File: src/rtl/ysyx_23060025_mem_stage_pkg.sv
// Shared types and constants for the memory (LSU) stage: bus widths,
// load/store encodings, CSR op encodings, the FSM state type and the
// input bus layout.
package ysyx_23060025_mem_stage_pkg;

  localparam int unsigned ES_TO_MS_DATA_BUS    = 189;
  localparam int unsigned MS_TO_WS_DATA_BUS    = 152;
  localparam int unsigned MS_TO_DS_FORWARD_BUS = 87;

  localparam logic [2:0] LD_NONE = 3'd0;
  localparam logic [2:0] LD_LB   = 3'd1;
  localparam logic [2:0] LD_LH   = 3'd2;
  localparam logic [2:0] LD_LW   = 3'd3;
  localparam logic [2:0] LD_LBU  = 3'd4;
  localparam logic [2:0] LD_LHU  = 3'd5;

  localparam logic [1:0] ST_NONE = 2'd0;
  localparam logic [1:0] ST_SB   = 2'd1;
  localparam logic [1:0] ST_SH   = 2'd2;
  localparam logic [1:0] ST_SW   = 2'd3;

  localparam logic [2:0] CSR_NONE  = 3'd0;
  localparam logic [2:0] CSR_RW    = 3'd1;
  localparam logic [2:0] CSR_RS    = 3'd2;
  localparam logic [2:0] CSR_ECALL = 3'd3;
  localparam logic [2:0] CSR_MRET  = 3'd4;

  typedef enum logic [1:0] {
    S_IDLE = 2'd0,
    S_REQ  = 2'd1,
    S_WAIT = 2'd2,
    S_DONE = 2'd3
  } ms_state_e;

  // Field order matches es_to_ms_bus, MSB first.
  typedef struct packed {
    logic [31:0] pc;
    logic        wd;
    logic [4:0]  wreg;
    logic [31:0] alu_res;
    logic        mem_wen;
    logic [31:0] st_data;
    logic [2:0]  load_type;
    logic [1:0]  store_type;
    logic [31:0] csr_wdata;
    logic [2:0]  csr_flag;
    logic [11:0] csr_waddr;
    logic [31:0] csr_mcause;
    logic        ebreak;
    logic        fencei;
  } es_to_ms_t;

  // Halfword accesses need a[0]==0, word accesses need a==0.
  function automatic logic is_misaligned(input logic [2:0] ld, input logic [1:0] st,
                                         input logic [1:0] a);
    logic half;
    logic word;
    half = (ld == LD_LH) || (ld == LD_LHU) || (st == ST_SH);
    word = (ld == LD_LW) || (st == ST_SW);
    return (half && a[0]) || (word && (a != 2'b00));
  endfunction

endpackage

File: src/rtl/ysyx_23060025_mem_stage_lsu_align.sv
// Combinational lane steering: store byte strobes / replicated write data,
// and load data extraction with sign/zero extension.
module ysyx_23060025_lsu_align
  import ysyx_23060025_mem_stage_pkg::*;
(
  input  logic [2:0]  load_type,
  input  logic [1:0]  store_type,
  input  logic [1:0]  offset,
  input  logic [31:0] st_data,
  input  logic [31:0] rdata,
  output logic [3:0]  wstrb,
  output logic [31:0] wdata,
  output logic [31:0] load_res
);

  logic [31:0] shifted;

  // Store strobes shift with the byte offset; strobes past byte 3 fall off the word.
  always_comb begin
    wstrb = '0;
    wdata = st_data;
    unique case (store_type)
      ST_SB: begin
        wstrb = 4'b0001 << offset;
        wdata = {4{st_data[7:0]}};
      end
      ST_SH: begin
        wstrb = 4'b0011 << offset;
        wdata = {2{st_data[15:0]}};
      end
      ST_SW: wstrb = 4'b1111;
      default: ;
    endcase
  end

  // Bring the addressed byte to lane 0, then extend to 32 bits.
  always_comb begin
    shifted  = rdata >> {offset, 3'b000};
    load_res = shifted;
    unique case (load_type)
      LD_LB:   load_res = {{24{shifted[7]}}, shifted[7:0]};
      LD_LH:   load_res = {{16{shifted[15]}}, shifted[15:0]};
      LD_LBU:  load_res = {24'h0, shifted[7:0]};
      LD_LHU:  load_res = {16'h0, shifted[15:0]};
      default: load_res = shifted;
    endcase
  end

endmodule

File: src/rtl/ysyx_23060025_mem_stage.sv
// Memory (LSU) stage: latches one instruction from EX, performs at most one
// data-port access, aligns/extends load data and hands the result to WB.
// Optional feature macro: YSYX_23060025_MISALIGN_TRAP_EN (misaligned
// halfword/word accesses skip the data port and flag misalign).
module ysyx_23060025_mem_stage
  import ysyx_23060025_mem_stage_pkg::*;
#(
  parameter int unsigned DATA_LEN = 32
) (
  input  logic                            clock,
  input  logic                            reset,
  input  logic [ES_TO_MS_DATA_BUS-1:0]    es_to_ms_bus,
  input  logic                            es_to_lsu_valid_i,
  output logic                            lsu_allowin_o,
  output logic                            ms_valid_o,
  output logic                            ms_to_ws_valid_o,
  input  logic                            ws_allowin_i,
  output logic [MS_TO_WS_DATA_BUS-1:0]    ms_to_ws_bus,
  output logic [MS_TO_DS_FORWARD_BUS-1:0] ms_to_ds_forward_bus,
  input  logic                            fencei_flush_sign_i,
  input  logic                            fencei_flush_valid_i,
  output logic                            data_req_o,
  output logic                            data_we_o,
  output logic [DATA_LEN-1:0]             data_addr_o,
  output logic [3:0]                      data_wstrb_o,
  output logic [DATA_LEN-1:0]             data_wdata_o,
  input  logic                            data_ready_i,
  input  logic                            data_rvalid_i,
  input  logic [DATA_LEN-1:0]             data_rdata_i
);

  es_to_ms_t     in_bus, bus_q, bus_d;
  ms_state_e     state_q, state_d;
  logic          ms_valid_q, ms_valid_d;
  logic          data_req_q, data_req_d;
  logic          flushed_q, flushed_d;
  logic [DATA_LEN-1:0] rdata_q, rdata_d;

  logic          flush, accept, ready_go;
  logic          is_load, is_store, misalign;
  logic          in_mem, in_mis, start_req;
  logic [31:0]   load_res, final_res;
  logic [3:0]    wstrb;
  logic [31:0]   wdata;

  assign in_bus   = es_to_ms_t'(es_to_ms_bus);
  assign flush    = fencei_flush_sign_i & fencei_flush_valid_i;
  assign ready_go = (state_q == S_DONE);
  assign lsu_allowin_o = !ms_valid_q | (ready_go & ws_allowin_i);
  assign accept   = es_to_lsu_valid_i & lsu_allowin_o;
  assign is_load  = (bus_q.load_type != LD_NONE);
  assign is_store = (bus_q.store_type != ST_NONE);
  assign in_mem   = (in_bus.load_type != LD_NONE) || (in_bus.store_type != ST_NONE);

`ifdef YSYX_23060025_MISALIGN_TRAP_EN
  assign in_mis   = is_misaligned(in_bus.load_type, in_bus.store_type, in_bus.alu_res[1:0]);
  assign misalign = is_misaligned(bus_q.load_type, bus_q.store_type, bus_q.alu_res[1:0]);
`else
  assign in_mis   = 1'b0;
  assign misalign = 1'b0;
`endif

  assign start_req = in_mem & !in_mis;

  ysyx_23060025_lsu_align u_align (
    .load_type (bus_q.load_type),
    .store_type(bus_q.store_type),
    .offset    (bus_q.alu_res[1:0]),
    .st_data   (bus_q.st_data),
    .rdata     (rdata_q),
    .wstrb     (wstrb),
    .wdata     (wdata),
    .load_res  (load_res)
  );

  // Next-state: accept/handoff, data-port handshake, and flush draining.
  // A flush seen in REQ/WAIT is remembered so the access completes and the
  // response is swallowed before the stage frees up.
  always_comb begin
    state_d    = state_q;
    ms_valid_d = ms_valid_q;
    data_req_d = data_req_q;
    flushed_d  = flushed_q;
    bus_d      = bus_q;
    rdata_d    = rdata_q;
    unique case (state_q)
      S_IDLE: begin
        if (accept && !flush) begin
          bus_d      = in_bus;
          ms_valid_d = 1'b1;
          data_req_d = start_req;
          state_d    = start_req ? S_REQ : S_DONE;
        end
      end
      S_REQ: begin
        if (flush) flushed_d = 1'b1;
        if (data_ready_i) begin
          data_req_d = 1'b0;
          state_d    = S_WAIT;
        end
      end
      S_WAIT: begin
        if (flush) flushed_d = 1'b1;
        if (data_rvalid_i) begin
          if (flushed_q || flush) begin
            state_d    = S_IDLE;
            ms_valid_d = 1'b0;
            flushed_d  = 1'b0;
          end else begin
            state_d = S_DONE;
            if (is_load) rdata_d = data_rdata_i;
          end
        end
      end
      S_DONE: begin
        if (flush) begin
          state_d    = S_IDLE;
          ms_valid_d = 1'b0;
        end else if (ws_allowin_i) begin
          if (accept) begin
            bus_d      = in_bus;
            ms_valid_d = 1'b1;
            data_req_d = start_req;
            state_d    = start_req ? S_REQ : S_DONE;
          end else begin
            state_d    = S_IDLE;
            ms_valid_d = 1'b0;
          end
        end
      end
      default: ;
    endcase
  end

  // State and datapath registers, cleared by the asynchronous reset.
  always_ff @(posedge clock or negedge reset) begin
    if (!reset) begin
      state_q    <= S_IDLE;
      ms_valid_q <= 1'b0;
      data_req_q <= 1'b0;
      flushed_q  <= 1'b0;
      bus_q      <= '0;
      rdata_q    <= '0;
    end else begin
      state_q    <= state_d;
      ms_valid_q <= ms_valid_d;
      data_req_q <= data_req_d;
      flushed_q  <= flushed_d;
      bus_q      <= bus_d;
      rdata_q    <= rdata_d;
    end
  end

  assign final_res        = (is_load && !misalign) ? load_res : bus_q.alu_res;
  assign ms_valid_o       = ms_valid_q;
  assign ms_to_ws_valid_o = ms_valid_q & ready_go & !flush;

  assign data_req_o   = data_req_q;
  assign data_we_o    = bus_q.mem_wen;
  assign data_addr_o  = {bus_q.alu_res[31:2], 2'b00};
  assign data_wstrb_o = wstrb;
  assign data_wdata_o = wdata;

  assign ms_to_ws_bus = {bus_q.pc, bus_q.wd, bus_q.wreg, final_res,
                         bus_q.csr_wdata, bus_q.csr_flag, bus_q.csr_waddr,
                         bus_q.csr_mcause, bus_q.ebreak, bus_q.fencei, misalign};

  assign ms_to_ds_forward_bus = {
    ms_valid_q & is_load & !ready_go,
    ms_valid_q & bus_q.wd & (bus_q.wreg != 5'd0),
    bus_q.wreg,
    final_res,
    ms_valid_q & ((bus_q.csr_flag == CSR_RW) || (bus_q.csr_flag == CSR_RS) ||
                  (bus_q.csr_flag == CSR_ECALL)),
    bus_q.csr_waddr,
    bus_q.csr_wdata,
    bus_q.csr_flag
  };

endmodule

File: config.mk
export PLATFORM = sky130hd
export DESIGN_NAME = ysyx_23060025_mem_stage
export DESIGN_NICKNAME = d
export VERILOG_FILES = /design/src/rtl/ysyx_23060025_mem_stage_pkg.sv /design/src/rtl/ysyx_23060025_mem_stage_lsu_align.sv /design/src/rtl/ysyx_23060025_mem_stage.sv
export SDC_FILE = /design/constraint.sdc
export NUM_CORES = 1
export LEC_CHECK = 0
export CORE_AREA = 2 2 209 211
export DETAILED_ROUTE_END_ITERATION = 16
export DIE_AREA = 0 0 211 213
export DONT_BUFFER_PORTS = 1
export PLACE_DENSITY = 0.42
export REMOVE_ABC_BUFFERS = 1
export SLEW_MARGIN = 20
export SYNTH_ARGS = -nofsm -noshare
export SYNTH_HDL_FRONTEND = slang
export SYNTH_SLANG_ARGS = --single-unit
export TNS_END_PERCENT = 5
File: constraint.sdc
create_clock -name clock -period 2.6 [get_ports clock]
set_input_delay 0.13 -clock clock [delete_from_list [all_inputs] [get_ports clock]]
set_output_delay 0.13 -clock clock [all_outputs]
set_load 0.05 [all_outputs]
==> results_dict.tcl, run 1 <==
set metrics [dict create \
    dp_hpwl_mm 23.2 \
    worst_slew_pin_slew_ns 0.972 \
    path_buf_inv 2 \
    yosysSeqAreaShare 0.457 \
    cts-root-buf "clkbuf_16" \
    layout_common_cells "dlygate4sd3_1 (229), dfrtp_1 (224), mux2_2 (129)" \
    max_stage_delay_ns 0.51 \
    nets 1296 \
    placement.io_buffers 0 \
    fillers 4107 \
    floorplan.core_area_mm2 0.0427 \
    synthCells 987 \
    grt_use_total 0.143 \
    period_needed_ns 2.48 \
    whs_ns -0.716 \
    dp_slack_ns 0.486 \
    cts_tree "yes" \
    grt_max_degree 227 \
    grt_pass1_wl_mm 49.5 \
    numCtsBuffers 27 \
    ys_top_cells_by_area "dfrtp_1 (46%), buf_4 (15%), mux2_4 (12%)" \
    worstSkewPairLatency_ns 0.54 \
    drt-total-wl_mm 33.3 \
    routabilityCongestion 0.723 \
    syn_to_final_growth_pct 26.3 \
    arrival_ns 2.35 \
    slew_headroom 0.352 \
    final_area_mm2 0.0156 \
    rsz0062_at_grt "false" \
    fin_tns_setup_ns 0 \
    path_cells "mux4_2 > nand3_2 > o31ai_4 > buf_6 > a221o_1 > buf_12" \
    cts_buffer_depth 3 \
    maxSlewViolCount 0 \
    path_class "flop to primary output" \
    crit_fanout 16 \
    fp.dieH_um 213 \
    netlist_area_mm2 0.0124 \
    crit_path_top_delay_cell "mux4_2" \
    finalClockSkew_ns 0.00637 \
    via_count 7376 \
    min_path_type "primary input to async pin" \
    start_util 0.290 \
    place_area_mm2 0.0123 \
    yosysTopAreaCell "dfrtp_1" \
    seq_area_mm2 0.00566 \
    drtIter0Drc 369 \
    dieArea_mm2 0.0449 \
    cp-end-kind "primary output" \
    avgSynthCellArea_um2 12.5 \
    finalHoldViolations 226 \
    async_flop_share 1.00 \
    cpLargestDelayFamily "multiplexers" \
    cp-start-kind "flop" \
    synth_flop_cell "dfrtp_1" \
    multi_input_area_mm2 0.00461 \
    worstReg2RegStart "state_q[1]" \
    drv_cap 0 \
    path_clk_slew_ns 0.06 \
    cts_hold_buf 229 \
    drive_above_1_share 0.382 \
    synth_seq_cells 226 \
    grt-ovfl-total 0 \
    period_share 0.953 \
    drc 0 \
    fmax_ghz 0.403 \
    grt_pass1_vias 8011 \
    antenna_found_initial 2 \
    die_width_um 211 \
    pin_count 541 \
    clock_sinks 226 \
    violations "hold timing" \
    wl_per_cell_um 20.5 \
    worstPathRequired_ns 2.47 \
    row_count 76 \
    status "complete, but fails checks" \
    synth_edf_count 0 \
    setup_violations 0 \
    setup_ws_ns 0.121 \
    ant_nets 0 \
    dr.pass1.iters 4 \
    critPathLaunch "rdata_q[23]" \
    viasPerCell 4.54 \
    layout.cells.most_common "dlygate4sd3_1" \
    ys.warnings.count 0 \
    synth_top_area_frac 0.457 \
    htreeDepth 1 \
    synth_cell_types 51 \
]
-- logic make-up (layout without fill, tap and decap cells) --
logic type               after synthesis  count (layout)  share of synthesized area
flip-flops                           226             226                      0.457
multiplexers                         247             247                      0.254
AO/OA/AOI/OAI                        117             117                     0.0683
adder cells (fa/ha/maj)                9               9                    0.00910
AND/OR/NAND/NOR                       77              77                     0.0312
buffers and inverters                310             397                      0.180
other                                  1               4                   0.000303
-- routing by layer --
metal / track usage / vias to the layer above / part of all wire
met2: 0.249 / 320 / 0.50
met5: 0 / - / 0
met1: 0.174 / 3682 / 0.41
met3: 0.0335 / 51 / 0.066
li1: - / 3323 / -
met4: 0.0440 / 0 / 0.024
-- final cells by class --
| class | count | share of cell area |
|---|---|---|
| flip-flops and latches | 226 | 0.362 |
| multi-input cells | 453 | 0.295 |
| clock buffers | 33 | 0.0472 |
| repair buffers | 332 | 0.233 |
| inverters | 18 | 0.00432 |
| clock inverters | 14 | 0.0144 |
| well taps | 546 | 0.0437 |
| diodes | 1 | 0.000160 |
-- path summary, 6_finish.rpt --
path	endpoint	slack [ns]	cells after the start
setup / recovery	ms_to_ds_forward_bus[66]	0.12	6
hold / removal	data_addr_o[31]	-0.72	0
setup reg to reg	state_q[0]	0.34	6
hold reg to reg	bus_q[115]	0.51	1
max in group asynchronous	ms_to_ds_forward_bus[81]	2.74	0
min in group clock	data_req_o	0.08	4
-- cell usage after synthesis, types with 5 or more instances --
cell type and number:
a21oi_1 33, a221o_1 16, a22o_1 8, a22oi_1 9, a31oi_1 6, buf_1 5
buf_2 18, buf_4 246, buf_6 15, clkbuf_1 8, dfrtp_1 226, ha_1 9
inv_1 18, mux2_2 129, mux2_4 100, mux2i_1 16, nand2_1 17, nor2_1 35
o21ai_0 9, o22ai_1 17
-- registers in the layout, summed over array words and instances (netlist names) --
| signal | cells |
|---|---|
| data_req_o | 1 |
| state_q | 2 |
| data_addr_o | 30 |
| data_we_o | 1 |
| ms_valid_o | 1 |
| bus_q | 39 |
| rdata_q | 32 |
| ms_to_ds_forward_bus | 52 |
| ms_to_ws_bus | 67 |
| flushed_q | 1 |
-- per-stage QoR --
stage / std cells / utilization / hold WS (ns)
detailed placement: 1342 / 0.288 / -0.160
global route: 1622 / 0.366 / -0.757
CTS: 1622 / 0.365 / -0.764
global placement: 1342 / 0.288 / -0.160
finish: 1623 / 0.366 / -0.716
floorplan: 697 / - / -0.166
-- what timing repair did --
item | in CTS | in global routing
hold endpoints to repair | 452 | 226
endpoints found under the setup margin | 42 | 58
pin swaps | 1 | 0
gates resized for setup | 2 | 6
buffers inserted | 4 | 0
Power of run 1 is left out: the tool's default activity adds up to more than one toggle a clock period on the data nets, which glitch-free logic cannot reach.
==> run 2, diff against run 1 <==
- CELL_PAD_IN_SITES_DETAIL_PLACEMENT: default -> 0
- CELL_PAD_IN_SITES_GLOBAL_PLACEMENT: default -> 2
- PLACE_DENSITY: 0.42 -> 0.61
==> results_dict.tcl, run 2 (same netlist as run 1, synthesis figures left out) <==
set metrics [dict create \
    fp.dieH_um 213 \
    drt-total-wl_mm 34.1 \
    dr.pass1.iters 4 \
    wl_per_cell_um 20.9 \
    worstPathRequired_ns 2.47 \
    period_needed_ns 2.57 \
    fin_tns_setup_ns 0 \
    finalClockSkew_ns 0.0104 \
    rsz0062_at_grt "true" \
    htreeDepth 1 \
    crit_fanout 16 \
    slew_headroom 0.340 \
    r2r-end "state_q[0]" \
    antenna_found_initial 2 \
    drv_cap 0 \
    placement.io_buffers 0 \
    grt_pass1_wl_mm 50.1 \
    numCtsBuffers 27 \
    setup_violations 0 \
    drive_above_1_share 0.389 \
    min_path_type "primary input to async pin" \
    cts_hold_buf 227 \
    layout.cells.most_common "dlygate4sd3_1" \
    maxSlewViolCount 0 \
    pin_count 541 \
    reg2regPathDepth 6 \
    viasPerCell 4.53 \
    layout_common_cells "dlygate4sd3_1 (227), dfrtp_1 (224), mux2_2 (129)" \
    cts-root-buf "clkbuf_16" \
    max_stage_delay_ns 0.60 \
    start_util 0.290 \
    worstReg2RegStart "state_q[0]" \
    drtIter0Drc 294 \
    grt_max_degree 227 \
    status "complete, but fails checks" \
    syn_to_final_growth_pct 26.7 \
    violations "hold timing" \
    cts_setup_buffers 0 \
    dp_hpwl_mm 23.9 \
    path_class "flop to primary output" \
    dieArea_mm2 0.0449 \
    row_count 76 \
    worst_slew_pin_slew_ns 0.991 \
    floorplan.core_area_mm2 0.0427 \
    setup_ws_ns 0.0274 \
    grt_use_total 0.145 \
    worstSkewPairLatency_ns 0.54 \
    cp-start-kind "flop" \
    path_buf_inv 2 \
    finalHoldViolations 226 \
    cts_tree "yes" \
    cp-end-kind "primary output" \
    arrival_ns 2.44 \
    routabilityCongestion 0.773 \
    cpLargestDelayFamily "multiplexers" \
    path_cells "mux4_2 > nand3_2 > o31ai_4 > buf_8 > a221o_1 > buf_12" \
    ant_nets 0 \
    crit_path_top_delay_cell "mux4_2" \
    clock_sinks 226 \
    grt_pass1_vias 8160 \
    fmax_ghz 0.389 \
    whs_ns -0.715 \
    path_clk_slew_ns 0.06 \
    via_count 7385 \
    grt-ovfl-total 0 \
    dp_slack_ns 0.387 \
    r2r_slack_ns 0.36 \
    die_width_um 211 \
    period_share 0.989 \
    cts_buffer_depth 3 \
    largest_reg_flops 67 \
    drc 0 \
    nets 1302 \
]
[run 2: cell types whose count changed in the layout (fill, tap and decap cells not counted), sizes merged]
cell,previous run,this run
buf,103,111
bufinv,6,5
clkbuf,33,35
clkinv,6,3
clkinvlp,2,4
diode,1,2
dlygate4sd3,229,227
[run 2: repair_timing]
action,CTS,global route
endpoints found under the setup margin,60,58
pin swaps,0,1
hold endpoints to repair,452,226
gates resized for setup,7,6
[run 2: metrics by stage]
| step | area [µm²] | cells | hold WS [ns] | utilization |
|---|---|---|---|---|
| global route | 15700 | 1629 | -0.749 | 0.367 |
| floorplan | 10200 | 697 | -0.166 | - |
| global placement | 12400 | 1354 | -0.161 | 0.291 |
| CTS | 15700 | 1628 | -0.748 | 0.367 |
| detailed placement | 12400 | 1354 | -0.162 | 0.291 |
| finish | 15700 | 1630 | -0.715 | 0.367 |
[run 2: worst register-to-register path, delay by kind of cell (launching register included)]
| kind | cells | cell delay [ns] |
|---|---|---|
| adder cells (fa/ha/maj) | 1 | 0.36 |
| AND/OR/NAND/NOR | 1 | 0.11 |
| buffers and inverters | 1 | 0.62 |
| flip-flops | 1 | 0.37 |
| multiplexers | 1 | 0.14 |
| AO/OA/AOI/OAI | 2 | 0.51 |
[run 2: worst max-delay path by stage]
| stage | start | endpoint | slack (ns) | depth (start not counted) |
|---|---|---|---|---|
| floorplan | ms_valid_o | bus_q[100] | -4.10 | 4 |
| CTS | bus_q[120] | ms_to_ws_bus[104] | -0.01 | 6 |
| finish | bus_q[120] | ms_to_ds_forward_bus[70] | 0.03 | 6 |
| global placement | bus_q[119] | ms_to_ws_bus[83] | 0.42 | 5 |
| detailed placement | bus_q[119] | ms_to_ds_forward_bus[49] | 0.39 | 5 |
| global route | bus_q[120] | ms_to_ws_bus[106] | -0.06 | 6 |
[run 2: layout make-up]
| type | instances | area [µm²] |
|---|---|---|
| sequential | 226 | 5660 |
| inverter | 18 | 67.6 |
| timing repair buffer | 338 | 3700 |
| tap | 546 | 683 |
| clock inverter | 12 | 195 |
| fill | 4105 | 27000 |
| multi-input combinational | 453 | 4610 |
| clock buffer | 35 | 756 |
| antenna | 2 | 5.00 |
[run 2: routing by layer]
layer | up-vias | GRT usage | wire length, µm
met1 | 3666 | 0.177 | 13800
met4 | 2 | 0.0469 | 884
met3 | 60 | 0.0334 | 2250
met5 | - | 0 | 16
li1 | 3339 | - | -
met2 | 318 | 0.255 | 17100
Power of run 2 is left out for the same reason.
==> run 3, diff against run 2 <==
- RECOVER_POWER: default -> 50
==> results_dict.tcl, run 3 (same netlist as run 1, synthesis figures left out) <==
set metrics [dict create \
    layout_common_cells "dlygate4sd3_1 (227), dfrtp_1 (224), mux2_2 (129)" \
    seq_area_mm2 0.00566 \
    grt_max_degree 227 \
    via_count 7381 \
    fp.dieH_um 213 \
    dr.pass1.iters 4 \
    worst_slew_pin_slew_ns 1.39 \
    crit_fanout 16 \
    ant_nets 0 \
    fmax_ghz 0.389 \
    drv_cap 0 \
    drt-total-wl_mm 34.1 \
    syn_to_final_growth_pct 26.4 \
    largest_reg_flops 67 \
    period_needed_ns 2.57 \
    worstSkewPairLatency_ns 0.54 \
    finalClockSkew_ns 0.0104 \
    grt_pass1_wl_mm 50.1 \
    maxSlewViolCount 0 \
    grt_use_total 0.145 \
    die_width_um 211 \
    min_path_type "primary input to async pin" \
    violations "hold timing" \
    whs_ns -0.715 \
    layout.cells.most_common "dlygate4sd3_1" \
    cts_hold_buf 227 \
    worstPathRequired_ns 2.47 \
    path_clk_slew_ns 0.06 \
    cts_setup_buffers 0 \
    path_class "flop to primary output" \
    drtIter0Drc 282 \
    routabilityCongestion 0.773 \
    drc 0 \
    period_share 0.989 \
    setup_violations 0 \
    row_count 76 \
    cp-end-kind "primary output" \
    fillers 4114 \
    start_util 0.290 \
    grt_pass1_vias 8160 \
    dp_hpwl_mm 23.9 \
    slew_headroom 0.0761 \
    fin_tns_setup_ns 0 \
    grt-ovfl-total 0 \
    setup_ws_ns 0.0274 \
    arrival_ns 2.44 \
    cts_buffer_depth 3 \
    wl_per_cell_um 20.9 \
    dieArea_mm2 0.0449 \
    cts_tree "yes" \
    viasPerCell 4.53 \
    nets 1302 \
    cp-start-kind "flop" \
    status "complete, but fails checks" \
    drive_above_1_share 0.380 \
    antenna_found_initial 2 \
    finalHoldViolations 226 \
    clock_sinks 226 \
    floorplan.core_area_mm2 0.0427 \
    htreeDepth 1 \
    dp_slack_ns 0.387 \
    numCtsBuffers 27 \
    rsz0062_at_grt "true" \
    pin_count 541 \
    placement.io_buffers 0 \
    multi_input_area_mm2 0.00461 \
    cts-root-buf "clkbuf_16" \
]
run 3: changes by cell type in the layout (fill, tap and decap cells not counted):
cell,delta
clkbuf_1,+10
buf_4,-10
run 3: per-layer routing:
metal | routed length [µm] | GRT usage
met3 | 2240 | 0.0334
met5 | 16 | 0
met2 | 17100 | 0.255
met1 | 13800 | 0.177
met4 | 884 | 0.0469
run 3: area by class of cell:
cell class	count	area share
inverters	18	0.00432
well taps	546	0.0437
multi-input cells	453	0.295
flip-flops and latches	226	0.362
clock inverters	12	0.0125
diodes	2	0.000320
clock buffers	35	0.0483
repair buffers	338	0.234
run 3: timing repair:
item | in CTS | in global routing
resized for setup | 7 | 6
hold endpoints to repair | 452 | 226
endpoints found under the setup margin | 60 | 58
pin swaps | 0 | 1
run 3: final timing paths:
check / start / to / slack, ns / cells after the start
min: reset / data_addr_o[12] / -0.72 / 0
max: bus_q[120] / ms_to_ds_forward_bus[70] / 0.03 / 6
max in group asynchronous: reset / bus_q[120] / 2.67 / 0
min reg2reg: bus_q[110] / bus_q[110] / 0.50 / 1
min in group clock: fencei_flush_valid_i / state_q[0] / 0.03 / 3
max reg2reg: state_q[0] / state_q[0] / 0.36 / 6
run 3: worst max-delay path, stage by stage, from the launching register on:
cell	delay, ns
dfrtp_2	0.42
mux4_2	0.60
nand3_2	0.13
o31ai_4	0.08
buf_8	0.16
a221o_1	0.32
buf_12	0.18
run 3: per-stage QoR:
stage / cells / area (µm²) / utilization / hold slack [ns]
after global placement: 1354 / 12400 / 0.291 / -0.161
after floorplan: 697 / 10200 / - / -0.166
final: 1630 / 15600 / 0.366 / -0.715
after CTS: 1628 / 15700 / 0.367 / -0.748
after global routing: 1629 / 15600 / 0.366 / -0.749
after detailed placement: 1354 / 12400 / 0.291 / -0.162
Power of run 3 is left out for the same reason.
